$ cat config.mk
export PLATFORM = sky130hd
export DESIGN_NAME = otf_converter
export DESIGN_NICKNAME = d
export VERILOG_FILES = /design/src/rtl/otf_converter.sv
export SDC_FILE = /design/constraint.sdc
export NUM_CORES = 1
export LEC_CHECK = 0
export ABC_AREA = 1
export BUFFER_PORTS_ARGS = -buffer_cell sky130_fd_sc_hd__buf_2
export CORE_ASPECT_RATIO = 1.75
export CORE_MARGIN = 3
export CORE_UTILIZATION = 45
export CTS_CLUSTER_DIAMETER = 120
export DETAILED_ROUTE_END_ITERATION = 10
export GPL_TIMING_DRIVEN = 1
export PLACE_DENSITY = 0.65
export SLEW_MARGIN = 25
export SYNTH_ARGS = -nofsm -noshare
export SYNTH_HDL_FRONTEND = slang
export SYNTH_SLANG_ARGS = --single-unit
$ cat constraint.sdc
create_clock -name clk -period 1.31 [get_ports clk]
set_input_delay 0.262 -clock clk [delete_from_list [all_inputs] [get_ports clk]]
set_output_delay 0.262 -clock clk [all_outputs]
set_load 0.02 [all_outputs]
$ cat src/rtl/otf_converter.sv
// On-the-fly converter: folds an MSD-first signed-digit stream into a two's-complement
// result by keeping Q and QM = Q-1 and choosing between them each digit, so no carry chain is needed.
module otf_converter #(
    parameter int N_DIGITS    = 8,
    parameter int SKIP_DIGITS = 0
) (
    input  logic                          clk,
    input  logic                          rst_n,
    input  logic                          start,
    input  logic [1:0]                    p_digit,
    input  logic                          p_valid,
    output logic [N_DIGITS:0]             result,
    output logic                          result_valid,
    output logic                          busy,
    output logic [$clog2(N_DIGITS+1)-1:0] digit_cnt,
    output logic                          digit_err
);

    localparam int W  = N_DIGITS + 1;
    localparam int CW = $clog2(N_DIGITS + 1);
    localparam int SW = (SKIP_DIGITS > 0) ? $clog2(SKIP_DIGITS + 1) : 1;

    localparam logic [CW-1:0] CNT_LAST  = CW'(N_DIGITS - 1);
    localparam logic [SW-1:0] SKIP_LAST = SW'((SKIP_DIGITS > 0) ? SKIP_DIGITS - 1 : 0);

    typedef enum logic [1:0] {
        IDLE,
        SKIP,
        CONV
    } state_t;

    state_t        state;
    logic [W-1:0]  q_reg;
    logic [W-1:0]  qm_reg;
    logic [W-1:0]  q_next;
    logic [W-1:0]  qm_next;
    logic [CW-1:0] cnt;
    logic [SW-1:0] skip_cnt;

    // The illegal code 2'b11 falls into the default arm and is therefore treated as a zero digit.
    always_comb begin
        q_next  = {q_reg[W-2:0], 1'b0};
        qm_next = {qm_reg[W-2:0], 1'b1};
        case (p_digit)
            2'b10: begin
                q_next  = {q_reg[W-2:0], 1'b1};
                qm_next = {q_reg[W-2:0], 1'b0};
            end
            2'b01: begin
                q_next  = {qm_reg[W-2:0], 1'b1};
                qm_next = {qm_reg[W-2:0], 1'b0};
            end
            default: ;
        endcase
    end

    always_ff @(posedge clk) begin
        if (!rst_n) begin
            state        <= IDLE;
            q_reg        <= '0;
            qm_reg       <= '1;
            cnt          <= '0;
            skip_cnt     <= '0;
            result       <= '0;
            result_valid <= 1'b0;
            digit_err    <= 1'b0;
        end else begin
            result_valid <= 1'b0;
            if (start) begin
                state     <= (SKIP_DIGITS > 0) ? SKIP : CONV;
                q_reg     <= '0;
                qm_reg    <= '1;
                cnt       <= '0;
                skip_cnt  <= '0;
                digit_err <= 1'b0;
            end else begin
                case (state)
                    SKIP: begin
                        if (p_valid) begin
                            if (skip_cnt == SKIP_LAST) begin
                                state    <= CONV;
                                skip_cnt <= '0;
                            end else begin
                                skip_cnt <= skip_cnt + 1'b1;
                            end
                        end
                    end
                    CONV: begin
                        if (p_valid) begin
                            q_reg  <= q_next;
                            qm_reg <= qm_next;
                            cnt    <= cnt + 1'b1;
                            if (p_digit == 2'b11)
                                digit_err <= 1'b1;
                            if (cnt == CNT_LAST) begin
                                result       <= q_next;
                                result_valid <= 1'b1;
                                state        <= IDLE;
                            end
                        end
                    end
                    default: ;
                endcase
            end
        end
    end

    assign busy      = (state != IDLE);
    assign digit_cnt = cnt;

endmodule

==> summary.txt, run 1 <==
Run status
  • Outcome: completed

Timing
  • Worst-Margin Slew: ~0.31 ns
  • Period utilisation layout: 0.892
  • Worst Skew: approximately 0.0096 ns
  • Max-Slew Margin vs Limit: 0.792
  • Fin crit period: 1.17 ns
  • Final Hold Fails: 0
  • FMAX: approximately 860 MHz
  • Final Setup Violations: 0
  • Setup TNS: 0 ns
  • Final Max Slew Viols: 0

Power
  • Internal: 1.64 mW
  • Leakage: 0.962 nW
  • P_sw: 543 uW
  • Sequential share of power: 0.461
  • VDD IR max: 752 uV
  • Pwr/cell area: between 1000 and 1500 nW/um2
  • Combinational power share: 0.106
  • Switching part of the total power: 0.249
  • Power share of the clock group: 0.433

Yosys
  • Average size of a mapped cell: just over 7 um2
  • Post-synth cell types: 23
  • Synthesized cell area: between 1500 and 2000 um2
  • Yosys warns: 0
  • Top cell type's share of synthesized area: 0.405
  • Most frequent cell after synthesis: nand2_1
  • FFs w/ async S/R, synth: 0
  • Mapped Cells: 221
  • Syn_nets: about 230
  • Most frequent cells after synthesis: nand2_1, nand3_1, dfxtp_1
  • EDFF count, synth: 0
  • Leading post-synthesis cells by cell area: dfxtp_1, nand2_1, nand3_1, nor2_1, ha_1
  • Synth Register Bits: 32
  • Leading area contributor after synthesis: dfxtp_1
  • Predominant post-synthesis flop cell: dfxtp_1
  • Seq/Total Area, Yosys: 0.405

Global route
  • First-pass GRT wire length: between 5 and 6 mm
  • Number of global-route vias before repair: between 1000 and 1500
  • Largest net degree at the start of global routing: 34
  • Initial antenna violation count: 0
  • GRT overflow: 0
  • Global Route Usage Sum: 0.173

Worst setup path
  • Worst EP arrival: 1.35 ns
  • CP max-delay cell: dfxtp_1
  • Critical Path Fanout Max: 10
  • Max incr delay on CP: 0.37 ns
  • Setup CP Type: reg -> reg
  • Critical Path RT: between 1 and 1.5 ns
  • CP bufs+invs: 1
  • Worst setup EP type: register
  • CP cell instances: ha_1, inv_1, nor2_4, nand3_4, nand3_1, nand2_1
  • CP Launch Type: register
  • CP top delay family: simple AND/OR/NAND/NOR gates

Clock network
  • # clock sinks: 32
  • CTS clock-pin slew for the worst setup and hold paths: about 0.07 ns
  • CTS buffer count: 5
  • Hold-fix buffers, CTS: 0
  • Max Root-Sink Buffers: 2
  • CTS tree: done
  • Clk_lat worst skew: slightly below 0.3 ns
  • H-tree Lvls: 2
  • Root Buffer Master: clkbuf_8

Placement
  • HPWL after DPL: 2.32 mm
  • IO Port Bufs: 21
  • Post-DP Area: ~1700 um2
  • Routability cong.: between 0.7 and 0.8

Layout
  • Layout cells sized above 1: 0.224
  • # fillers: around 330
  • Area added between synthesis and finish: 17.4%
  • Final Cell Area: 1860 um2
  • Number of inserted diodes: 0
  • Max FFs per register: 9
  • Total Nets Final: ~260
  • Sequential cell area: ~640 um2
  • Multi-input gate area: around 800 um2

Route
  • Antenna-violating nets left: 0
  • Vias per cell: roughly 4.9
  • Drt total wl: approximately 3.2 mm
  • Drt first pass iters: 4
  • Drt wl/cell: between 10 and 15 um
  • Vias after detailed routing: between 1000 and 1500
  • DR DRC count: 0
  • 1st-iter DRT viols: 21

Floorplan
  • Starting Density: 0.488
  • Die area: ~4300 um2
  • Ports: 22
  • Die width: around 50 um
  • Placement Rows: 27
  • Core Region: roughly 3200 um2
  • Die height: 84.4 um

Flow run
  • Max Cap Viol: 0

Worst hold path
  • Worst hold path type: in -> reg
-- per-layer routing --
layer | GRT usage | vias up | part of all wire
met3 | 0.0426 | 10 | 0.032
met1 | 0.199 | 643 | 0.45
met5 | 0 | - | 0
met4 | 0.100 | 0 | 0.032
met2 | 0.282 | 33 | 0.49
li1 | - | 758 | -
-- cells by family (layout without fill, tap and decap cells) --
group,after synthesis,in the layout,share of synthesized area
simple gates,142,142,0.409
compound gates,14,14,0.0538
flops,32,32,0.405
xor+xnor,1,1,0.00554
buf+inv,28,57,0.0949
fa+ha+maj,4,4,0.0316
-- placed cells by master, fill, tap and decap left out, drive strengths merged --
cell type | netlist | layout
clkbuf | 1 | 5
ha | 4 | 4
nand2 | 79 | 79
clkinv | 0 | 1
bufinv | 0 | 1
a21oi | 9 | 9
clkinvlp | 0 | 1
o21ai | 2 | 2
nand3 | 38 | 38
o211a | 1 | 1
o211ai | 2 | 2
buf | 9 | 31
nor2 | 25 | 25
xor2 | 1 | 1
inv | 18 | 18
dfxtp | 32 | 32
-- what timing repair did --
item	in CTS	in global routing
gates resized for setup	0	2
buffers inserted	0	0
setup endpoints to repair	0	10
-- area by class of cell --
cell class	instances	share of cell area
clock buffers	5	0.0371
clock inverters	3	0.0229
inverters	18	0.0391
multi-input cells	161	0.430
flip-flops and latches	32	0.345
well taps	43	0.0290
repair buffers	31	0.0970
-- final timing paths --
path,depth (start not counted),from,end,slack (ns)
worst max-delay path,6,digit_cnt[1],result[4],0.14
worst max register to register,6,digit_cnt[1],result[4],0.14
worst min register to register,2,digit_err,digit_err,0.45
worst min-delay path,3,start,state[1],0.25
-- worst min-delay path, cell delays in order --
cell    delay (ns)
buf_2         0.10
nor2_1        0.04
nor2_1        0.10
-- power groups by stage --
stage / clock, mW / combinational (mW) / sequential [mW]
final: 0.943 / 0.231 / 1.01
after global routing: 1.02 / 0.260 / 1.01
after CTS: 0.970 / 0.230 / 1.01
after detailed placement: 0 / 0.229 / 1.03
after global placement: 0 / 0.227 / 1.03
after floorplan: 0 / 0.169 / 1.03
-- per-stage QoR --
stage                     power (mW)  hold slack [ns]  cells  setup WS [ns]  utilization
after floorplan                 1.20            0.391    221         0.0367            -
after global placement          1.25            0.437    285        -0.0352        0.535
after detailed placement        1.26            0.446    285        -0.0451        0.535
after CTS                       2.21            0.245    293         0.0553        0.569
after global routing            2.28            0.269    293       -0.00145        0.573
final                           2.18            0.246    293          0.142        0.573
Power figures use the tool's default switching activity.
==> run 2, diff against run 1 <==
CELL_PAD_IN_SITES_DETAIL_PLACEMENT = 0   (was unset)
CELL_PAD_IN_SITES_GLOBAL_PLACEMENT = 2   (was unset)
CORE_UTILIZATION = 31   (was 45)
PLACE_DENSITY = unset   (was 0.65)
PLACE_DENSITY_LB_ADDON = 0.1   (was unset)
RECOVER_POWER = 50   (was unset)
==> run 2 against run 1 <==
  * Clock power down 17%
  * Total power down 6.9%
  * Global-route usage down 2.9 points
  * Critical endpoint is now result[7]
  * Highest routed layer unchanged
  * Cell count up 3.4%
  * Via count up 1.4%
==> summary.txt, run 2 (synthesized netlist as in run 1, its figures left out) <==
Layout
  • Commonest cells after routing, fill and taps aside: nand2_1, nand3_1, dfxtp_1
  • Commonest non-fill, non-tap cell in the layout: nand2_1
  • Sequential cell area: between 600 and 700 um2
  • Multi-input gate area: about 800 um2
  • Total Nets Final: between 200 and 300
  • Area added between synthesis and finish: 16.8%
  • Layout cells sized above 1: 0.171
  • Max FFs per register: 9
  • # fillers: about 560
  • Final Non-Filler Cells: approximately 300
  • Number of inserted diodes: 0

Timing
  • Fin worst setup slack: between 0.1 and 0.15 ns
  • Final Max Slew Viols: 0
  • Worst Skew: 0.00627 ns
  • Worst hold margin: between 0.2 and 0.25 ns
  • Fin crit period: 1.20 ns
  • Setup TNS: 0 ns
  • FMAX: between 800 and 900 MHz
  • Period utilisation layout: 0.919
  • Worst-Margin Slew: roughly 0.34 ns
  • RSZ-0062 raised after global routing: false
  • Final Setup Violations: 0
  • Final Hold Fails: 0
  • Max-Slew Margin vs Limit: 0.775

Run status
  • Outcome: completed

Route
  • Vias after detailed routing: around 1500
  • Drt total wl: approximately 3.8 mm
  • 1st-iter DRT viols: 39
  • Vias per cell: 4.83
  • Drt first pass iters: 4
  • DR DRC count: 0
  • Drt wl/cell: between 10 and 15 um
  • Antenna-violating nets left: 0

Worst setup path
  • Setup CP Type: reg -> reg
  • Worst EP arrival: around 1.4 ns
  • Worst setup EP type: register
  • Critical Path RT: between 1 and 1.5 ns
  • CP Launch Type: register
  • Max incr delay on CP: about 0.37 ns
  • Critical Path Fanout Max: 10
  • CP max-delay cell: dfxtp_1
  • CP cell instances: ha_1, inv_1, nor2_4, nand3_4, nand3_1, nand2_1

Clock network
  • H-tree Lvls: 2
  • CTS clock-pin slew for the worst setup and hold paths: 0.07 ns
  • CTS tree: done
  • Post-CTS setup buffers: 0
  • Clk_lat worst skew: around 0.28 ns
  • Max Root-Sink Buffers: 2
  • Root Buffer Master: clkbuf_8
  • CTS buffer count: 5
  • # clock sinks: 32

Global route
  • Global Route Usage Sum: 0.144
  • GRT overflow: 0
  • Initial antenna violation count: 0
  • Largest net degree at the start of global routing: 21
  • Number of global-route vias before repair: approximately 1400
  • First-pass GRT wire length: approximately 6.6 mm

Floorplan
  • Core Region: 4790 um2
  • Die width: 60.0 um
  • Starting Density: 0.330
  • Die area: around 6000 um2
  • Ports: 22
  • Die height: ~100 um
  • Placement Rows: 33

Flow run
  • Max Cap Viol: 0

Placement
  • IO Port Bufs: 21
  • Routability cong.: 0.767
  • HPWL after DPL: 2.89 mm
  • Dpl ws: -0.0706 ns
  • DP Cell Count: between 200 and 300

Power
  • Leakage: 0.907 nW
  • Total Power: 2.03 mW
  • Pwr/cell area: between 1000 and 1500 nW/um2
  • VDD IR max: about 570 uV

Worst hold path
  • Worst hold path type: in -> reg
-- run 2: changes by cell type in the layout (fill, tap and decap cells not counted), sizes merged --
cell / change
clkinvlp: -1
clkinv: +1
buf: -14
bufinv: -1
clkbuf: +16
-- run 2: final timing paths --
| path | startpoint | endpoint | slack, ns | depth (start not counted) |
|---|---|---|---|---|
| min reg2reg | digit_err | digit_err | 0.45 | 2 |
| min | start | state[1] | 0.23 | 3 |
| max | digit_cnt[1] | result[7] | 0.11 | 6 |
| max reg2reg | digit_cnt[1] | result[7] | 0.11 | 6 |
-- run 2: worst max-delay path: cells and delay by family (launching register included) --
family	cells	cell delay, ns
DFF	1	0.37
and+or+nand+nor	4	0.45
buffers and inverters	1	0.08
adders and majority gates	1	0.21
-- run 2: stage by stage --
stage | cell area (um2) | utilization
floorplan | 1580 | -
global placement | 1770 | 0.369
detailed placement | 1770 | 0.369
CTS | 1860 | 0.388
global route | 1850 | 0.386
finish | 1850 | 0.386
-- run 2: area by class of cell --
type / instances / share of cell area
Multi-Input combinational cell: 161 / 0.432
Sequential cell: 32 / 0.347
Timing Repair Buffer: 32 / 0.0976
Clock buffer: 6 / 0.0447
Inverter: 18 / 0.0379
Tap cell: 52 / 0.0352
Clock inverter: 2 / 0.00542
-- run 2: routing by layer --
layer	GRT usage	wire, um	share of wire	vias to the layer above
li1	-	-	-	761
met1	0.171	1630	0.43	668
met2	0.247	1980	0.52	28
met3	0.0269	131	0.034	7
met4	0.0563	63	0.017	0
met5	0	0	0	-
-- run 2: repair_timing --
| item | in CTS | in global routing |
|---|---|---|
| hold buffers | 0 | 0 |
| setup endpoints to repair | 0 | 10 |
| gates resized for setup | 0 | 1 |
-- run 2: power breakdown --
group / switching (mW) / internal [mW] / leakage, nW
sequential: 0.0152 / 0.992 / 0.259
combinational: 0.157 / 0.0844 / 0.597
clock: 0.362 / 0.419 / 0.0510
total: 0.534 / 1.49 / 0.907
